--- src/rtl/ccff_readback_pkg.sv ---
// Shared types, constants and the column CRC helper for configuration-chain readback.
package ccff_readback_pkg;

  typedef enum logic [1:0] {
    StIdle,
    StShift,
    StDrain
  } state_e;

  localparam logic [15:0] CRC16_POLY = 16'h1021;
  localparam logic [15:0] CRC16_INIT = 16'hFFFF;

  // Widest column crc16_column() accepts; narrower columns are zero-extended.
  localparam int unsigned MaxChains = 64;

  // Fold the low n bits of col into crc, bit 0 (chain 0) first, MSB-first CRC-16-CCITT.
  function automatic logic [15:0] crc16_column(input logic [15:0]          crc,
                                               input logic [MaxChains-1:0] col,
                                               input int unsigned          n);
    logic [15:0] c;
    logic        fb;
    c = crc;
    for (int unsigned i = 0; i < MaxChains; i++) begin
      if (i < n) begin
        fb = c[15] ^ col[i];
        c  = {c[14:0], 1'b0};
        if (fb) begin
          c = c ^ CRC16_POLY;
        end
      end
    end
    return c;
  endfunction

endpackage

--- src/rtl/ccff_skid_fifo2.sv ---
// Two-entry FIFO; entry 0 is always the head. Push to a full FIFO is dropped
// unless a pop happens in the same cycle.
module ccff_skid_fifo2 #(
  parameter int unsigned Width = 8
) (
  input  logic             clk_i,
  input  logic             rst_ni,
  input  logic             flush_i,
  input  logic             push_i,
  input  logic [Width-1:0] data_i,
  input  logic             pop_i,
  output logic [Width-1:0] data_o,
  output logic [1:0]       count_o
);

  logic [Width-1:0] mem0_q, mem0_d;
  logic [Width-1:0] mem1_q, mem1_d;
  logic [1:0]       count_q, count_d;

  // Next-state for storage and occupancy.
  always_comb begin
    mem0_d  = mem0_q;
    mem1_d  = mem1_q;
    count_d = count_q;
    if (flush_i) begin
      count_d = 2'd0;
    end else if (push_i && pop_i) begin
      if (count_q == 2'd2) begin
        mem0_d = mem1_q;
        mem1_d = data_i;
      end else begin
        // Empty-with-pop cannot pop anything, so it degenerates to a push.
        mem0_d  = data_i;
        count_d = 2'd1;
      end
    end else if (push_i) begin
      if (count_q == 2'd0) begin
        mem0_d  = data_i;
        count_d = 2'd1;
      end else if (count_q == 2'd1) begin
        mem1_d  = data_i;
        count_d = 2'd2;
      end
    end else if (pop_i && (count_q != 2'd0)) begin
      mem0_d  = mem1_q;
      count_d = count_q - 2'd1;
    end
  end

  // Storage and occupancy registers.
  always_ff @(posedge clk_i or negedge rst_ni) begin
    if (!rst_ni) begin
      mem0_q  <= '0;
      mem1_q  <= '0;
      count_q <= 2'd0;
    end else begin
      mem0_q  <= mem0_d;
      mem1_q  <= mem1_d;
      count_q <= count_d;
    end
  end

  assign data_o  = mem0_q;
  assign count_o = count_q;

endmodule

--- src/rtl/ccff_readback_reader.sv ---
// Shifts the configuration chains out at the tail, streams each column over
// valid/ready through a 2-entry skid buffer and keeps a running CRC-16.
module ccff_readback_reader #(
  parameter int unsigned NUM_CHAINS = 12,
  parameter int unsigned CHAIN_LEN  = 4096,
  parameter int unsigned CNT_W      = 13
) (
  input  logic                  prog_clk,
  input  logic                  pReset_n,
  input  logic                  start,
  input  logic                  recirc,
  input  logic                  abort,
  input  logic [NUM_CHAINS-1:0] ccff_tail,
  output logic [NUM_CHAINS-1:0] ccff_head,
  output logic                  cfg_shift_en,
  output logic [NUM_CHAINS-1:0] col_data,
  output logic                  col_valid,
  input  logic                  col_ready,
  output logic                  col_last,
  output logic                  busy,
  output logic                  done,
  output logic                  aborted,
  output logic [15:0]           crc
);

  import ccff_readback_pkg::*;

  localparam int unsigned DataW = NUM_CHAINS + 1;

  state_e           state_q, state_d;
  logic [CNT_W-1:0] cnt_q, cnt_d;
  logic             recirc_q, recirc_d;
  logic             aborted_q, aborted_d;
  logic             abort_q, abort_d;   // set for the cycle right after an abort
  logic [15:0]      crc_q, crc_d;
  logic [15:0]      crc_hold_q, crc_hold_d;

  logic             shift_en;
  logic             fifo_push, fifo_pop, fifo_flush;
  logic [DataW-1:0] fifo_din, fifo_dout;
  logic [1:0]       fifo_count;
  logic             fifo_empty;
  logic             done_int;

  ccff_skid_fifo2 #(
    .Width (DataW)
  ) u_fifo (
    .clk_i   (prog_clk),
    .rst_ni  (pReset_n),
    .flush_i (fifo_flush),
    .push_i  (fifo_push),
    .data_i  (fifo_din),
    .pop_i   (fifo_pop),
    .data_o  (fifo_dout),
    .count_o (fifo_count)
  );

  // Shift gating and handshake; only registered state feeds shift_en.
  always_comb begin
    fifo_empty = (fifo_count == 2'd0);
    shift_en   = (state_q == StShift) && (cnt_q < CNT_W'(CHAIN_LEN)) && (fifo_count != 2'd2);
    done_int   = (state_q == StDrain) && fifo_empty && !abort_q;
    fifo_din   = {(cnt_q == CNT_W'(CHAIN_LEN - 1)), ccff_tail};
    fifo_pop   = !fifo_empty && col_ready;
  end

  // Next-state: run control, counter, CRC and frozen CRC output.
  always_comb begin
    state_d    = state_q;
    cnt_d      = cnt_q;
    recirc_d   = recirc_q;
    aborted_d  = aborted_q;
    abort_d    = 1'b0;
    crc_d      = crc_q;
    fifo_push  = 1'b0;
    fifo_flush = 1'b0;
    case (state_q)
      StIdle: begin
        if (start) begin
          state_d   = StShift;
          recirc_d  = recirc;
          cnt_d     = '0;
          aborted_d = 1'b0;
          crc_d     = CRC16_INIT;
        end
      end
      StShift: begin
        if (abort) begin
          state_d    = StDrain;
          fifo_flush = 1'b1;
          aborted_d  = 1'b1;
          abort_d    = 1'b1;
        end else if (shift_en) begin
          fifo_push = 1'b1;
          cnt_d     = cnt_q + CNT_W'(1);
          crc_d     = crc16_column(crc_q, MaxChains'(ccff_tail), NUM_CHAINS);
          if (cnt_d == CNT_W'(CHAIN_LEN)) begin
            state_d = StDrain;
          end
        end
      end
      StDrain: begin
        if (done_int) begin
          state_d = StIdle;
        end else if (abort) begin
          fifo_flush = 1'b1;
          aborted_d  = 1'b1;
          abort_d    = 1'b1;
        end
      end
      default: state_d = StIdle;
    endcase
    crc_hold_d = done_int ? crc_q : crc_hold_q;
  end

  // State registers.
  always_ff @(posedge prog_clk or negedge pReset_n) begin
    if (!pReset_n) begin
      state_q    <= StIdle;
      cnt_q      <= '0;
      recirc_q   <= 1'b0;
      aborted_q  <= 1'b0;
      abort_q    <= 1'b0;
      crc_q      <= CRC16_INIT;
      crc_hold_q <= '0;
    end else begin
      state_q    <= state_d;
      cnt_q      <= cnt_d;
      recirc_q   <= recirc_d;
      aborted_q  <= aborted_d;
      abort_q    <= abort_d;
      crc_q      <= crc_d;
      crc_hold_q <= crc_hold_d;
    end
  end

  // Outputs; col_last is masked so a stale head entry never shows through.
  always_comb begin
    ccff_head    = (recirc_q && shift_en) ? ccff_tail : '0;
    cfg_shift_en = shift_en;
    col_valid    = !fifo_empty;
    col_data     = fifo_dout[NUM_CHAINS-1:0];
    col_last     = fifo_dout[NUM_CHAINS] && !fifo_empty;
    busy         = (state_q != StIdle);
    done         = done_int;
    aborted      = aborted_q;
    crc          = done_int ? crc_q : crc_hold_q;
  end

endmodule

--- config.mk ---
export PLATFORM = sky130hd
export DESIGN_NAME = ccff_readback_reader
export DESIGN_NICKNAME = d
export VERILOG_FILES = /design/src/rtl/ccff_readback_pkg.sv /design/src/rtl/ccff_skid_fifo2.sv /design/src/rtl/ccff_readback_reader.sv
export SDC_FILE = /design/constraint.sdc
export NUM_CORES = 1
export LEC_CHECK = 0
export ABC_CLOCK_PERIOD_IN_PS = 2600
export CORE_MARGIN = 2
export CORE_UTILIZATION = 40
export DETAILED_ROUTE_END_ITERATION = 8
export GPL_ROUTABILITY_DRIVEN = 0
export PLACE_DENSITY = 0.68
export SYNTH_ARGS = -nofsm -noshare
export SYNTH_HDL_FRONTEND = slang
export SYNTH_SLANG_ARGS = --single-unit
--- constraint.sdc ---
create_clock -name prog_clk -period 2.6 [get_ports prog_clk]
set_input_delay 0.52 -clock prog_clk [delete_from_list [all_inputs] [get_ports prog_clk]]
set_output_delay 0.52 -clock prog_clk [all_outputs]
set_load 0.01 [all_outputs]
==> flow_summary.toml <==
[outcome]
outcome = "complete, no violations"

[logic_synthesis]
ys.warnings.count = 0
synthFlopType = "dfrtp_1"
syn-cell-area_um2 = 4150
syn_inst = 404
synth_nets = 433
ys_seq_area_share_pct = 47.5
synth_edf_count = 0
syn_area_per_cell_um2 = 10.3
async_flop_share_pct = 100
ys_ff_latch = 78
yosysUniqueCellTypes = 47

[sta]
hold_viol = 0
hold_ws_ns = 0.124
fin_ws_ns = 0.0922
tns_ns = 0
slew-limit-headroom_pct = 60.2
fin_crit_ns = 2.51
fmax_ghz = 0.399
finalMaxSlewViolations = 0
finalClockSkew_ns = 0.00964
rsz0062_at_grt = "no"
final.period_utilization_pct = 96.5
setup_viol = 0
tightest_slew_ns = 0.589

[pwr]
total_power_mw = 6.10
p_leak_nw = 2.49
ir_worst_vdd_uv = 494
power_density_nw_per_um2 = 1160

[job]
cap_violations = 0

[route]
first_pass_iters = 4
routed-via-count = 3075
first_iter_violations = 161
drt-total-wl_mm = 9.33
ant_nets = 0
via_per_inst = 4.95
wl_per_cell_um = 15.0
drc = 0

[layout]
drive_gt1_share_pct = 23.5
syn_to_final_growth_pct = 26.4
multi_input_area_um2 = 1970
fin_nets = 509
fill_cells = 962
stdcell_area_um2 = 5240
insertedDiodeCount = 0
instances_no_fill = 621
regArea_um2 = 1970
fin_util_pct = 51.5

[cts]
cts_buffers = 9
htreeDepth = 3
max-clock-path-buffers = 2
clock_latency_ns = 0.35
cts_tree = "built"
cts_root_buffer = "clkbuf_8"
path_clk_slew_ns = 0.09
clock-sinks = 78

[setup_path]
cp_max_fo = 7
reg2reg_from = "u_fifo.count_o[0]"
rrSetupSlack_ns = 0.44
crit_arrival_ns = 1.99
reg2reg_depth = 8
cp-start-kind = "flop"
endpoint_kind = "output pin"
critPathKind = "flop to output pin"
worstPathRequired_ns = 2.08
reg2reg_to = "u_fifo.mem1_q[4]"

[global_route]
grt_max_degree = 42
grt_first_pass_wirelength_mm = 15.7
grt_pass1_vias = 3250
antenna_found_initial = 0
grt_usage_pct = 17.7
grt.overflow.total = 0

[floorplanning]
die_w_um = 106
core_area_um2 = 10200
io_pins = 64
start_util_pct = 40.7
dieArea_um2 = 11200
num_rows = 37
dieHeight_um = 106

[placement]
place_ws_ns = 0.0660
io_buffers = 63
place_hpwl_mm = 6.62
place_inst = 600
placed_area_um2 = 5000

[min_path]
min_path_type = "input port to asynchronous set/reset pin"
## where the power goes
group / leakage [nW] / internal [mW] / switching [mW]
clock network: 0.109 / 0.543 / 0.460
logic: 1.42 / 1.52 / 1.60
registers: 0.967 / 1.70 / 0.280
total: 2.49 / 3.76 / 2.34
## cell type report
| cell class | count | share of cell area [%] |
|---|---|---|
| Clock buffer | 9 | 2.36 |
| Sequential cell | 78 | 37.6 |
| Timing Repair Buffer | 96 | 16.4 |
| Tap cell | 136 | 3.25 |
| Multi-Input combinational cell | 283 | 37.6 |
| Inverter | 12 | 0.859 |
| Clock inverter | 7 | 1.89 |
## sequential cells by signal, indices dropped and copies added, names as in the netlist
name and count:
abort_q 1, aborted 1, cnt_q 13, crc_hold_q 16, crc_q 16, recirc_q 1, state_q 2, u_fifo.count_o 2
u_fifo.data_o 13, u_fifo.mem1_q 13
## Yosys cell counts, drive strengths merged (2+ instances only)
library cell / n / area share, %
clkbuf: 12 / 1.1
xor2: 14 / 3.5
inv: 11 / 1.0
o22ai: 3 / 0.45
ha: 11 / 3.3
nor2b: 3 / 0.45
nand2b: 2 / 0.30
nand2: 79 / 7.2
o22a: 11 / 2.3
nor2: 11 / 1.0
xnor2: 22 / 4.8
o21ai: 21 / 2.5
or4b: 2 / 0.48
dfrtp: 62 / 37
a21oi: 11 / 1.3
nor3: 9 / 1.1
nand3: 7 / 0.84
buf: 19 / 3.5
mux2: 15 / 5.0
dfstp: 16 / 10
mux2i: 16 / 3.9
a22o: 5 / 1.1
a31oi: 6 / 0.91
a311oi: 2 / 0.42
and3: 16 / 2.4
a21o: 4 / 0.72
## placed cells by master (no fill, tap or decap), types with 5 or more instances in the layout
cell type	count
a21oi_1	11
a22o_1	5
a31oi_1	6
and3_1	16
buf_4	27
clkbuf_2	14
clkbuf_8	9
clkdlybuf4s15_1	9
clkdlybuf4s50_1	32
dfrtp_1	62
dfstp_2	16
dlygate4sd2_1	6
ha_1	7
inv_1	7
inv_2	5
mux2_2	5
mux2_4	10
mux2i_1	16
nand2_1	78
nand3_1	7
nor2_1	11
nor3_1	8
o21ai_0	21
o22a_1	11
xnor2_1	21
xor2_1	11
## worst max-delay path: stages, from the launching register on
cell	delay, ns
dfrtp_1	0.37
inv_2	0.05
buf_4	0.14
ha_2	0.23
nor3_4	0.26
buf_6	0.16
and3_1	0.15
dlygate4sd2_1	0.28
## repair_timing
item	CTS	global route
pin swaps	1	1
gates cloned	1	0
buffers inserted	3	1
gates resized for setup	55	32
hold buffers	0	0
endpoints found under the setup margin	30	20
## routing by layer
layer | wire (um) | vias to the layer above | GRT usage, % | share of wire (%)
met3 | 346 | 9 | 3.77 | 3.7
met4 | 127 | 0 | 6.20 | 1.4
met1 | 4280 | 1484 | 22.8 | 46
met5 | 0 | - | 0 | 0
met2 | 4570 | 56 | 29.4 | 49
li1 | - | 1526 | - | -
## how the worst max path moves through the flow
stage                                 start          endpoint  slack, ns
after floorplan           u_fifo.count_o[0]           crc[10]       0.13
after global placement                abort  u_fifo.mem1_q[4]       0.08
after detailed placement              abort  u_fifo.mem1_q[9]       0.07
after CTS                 u_fifo.count_o[1]           crc[13]      0.002
after global routing      u_fifo.count_o[0]      ccff_head[6]      0.002
final                     u_fifo.count_o[0]      ccff_head[6]       0.09
## logic make-up after synthesis
group,count (synthesis),synth area share (%)
AOI/OAI and AO/OA,68,10.7
and+or+nand+nor,137,15.5
xor gates and xnor gates,36,8.33
DFF,78,47.5
muxes,31,8.84
buffers and inverters,43,5.70
adders and majority gates,11,3.32
(Power assumes the default switching activity.)
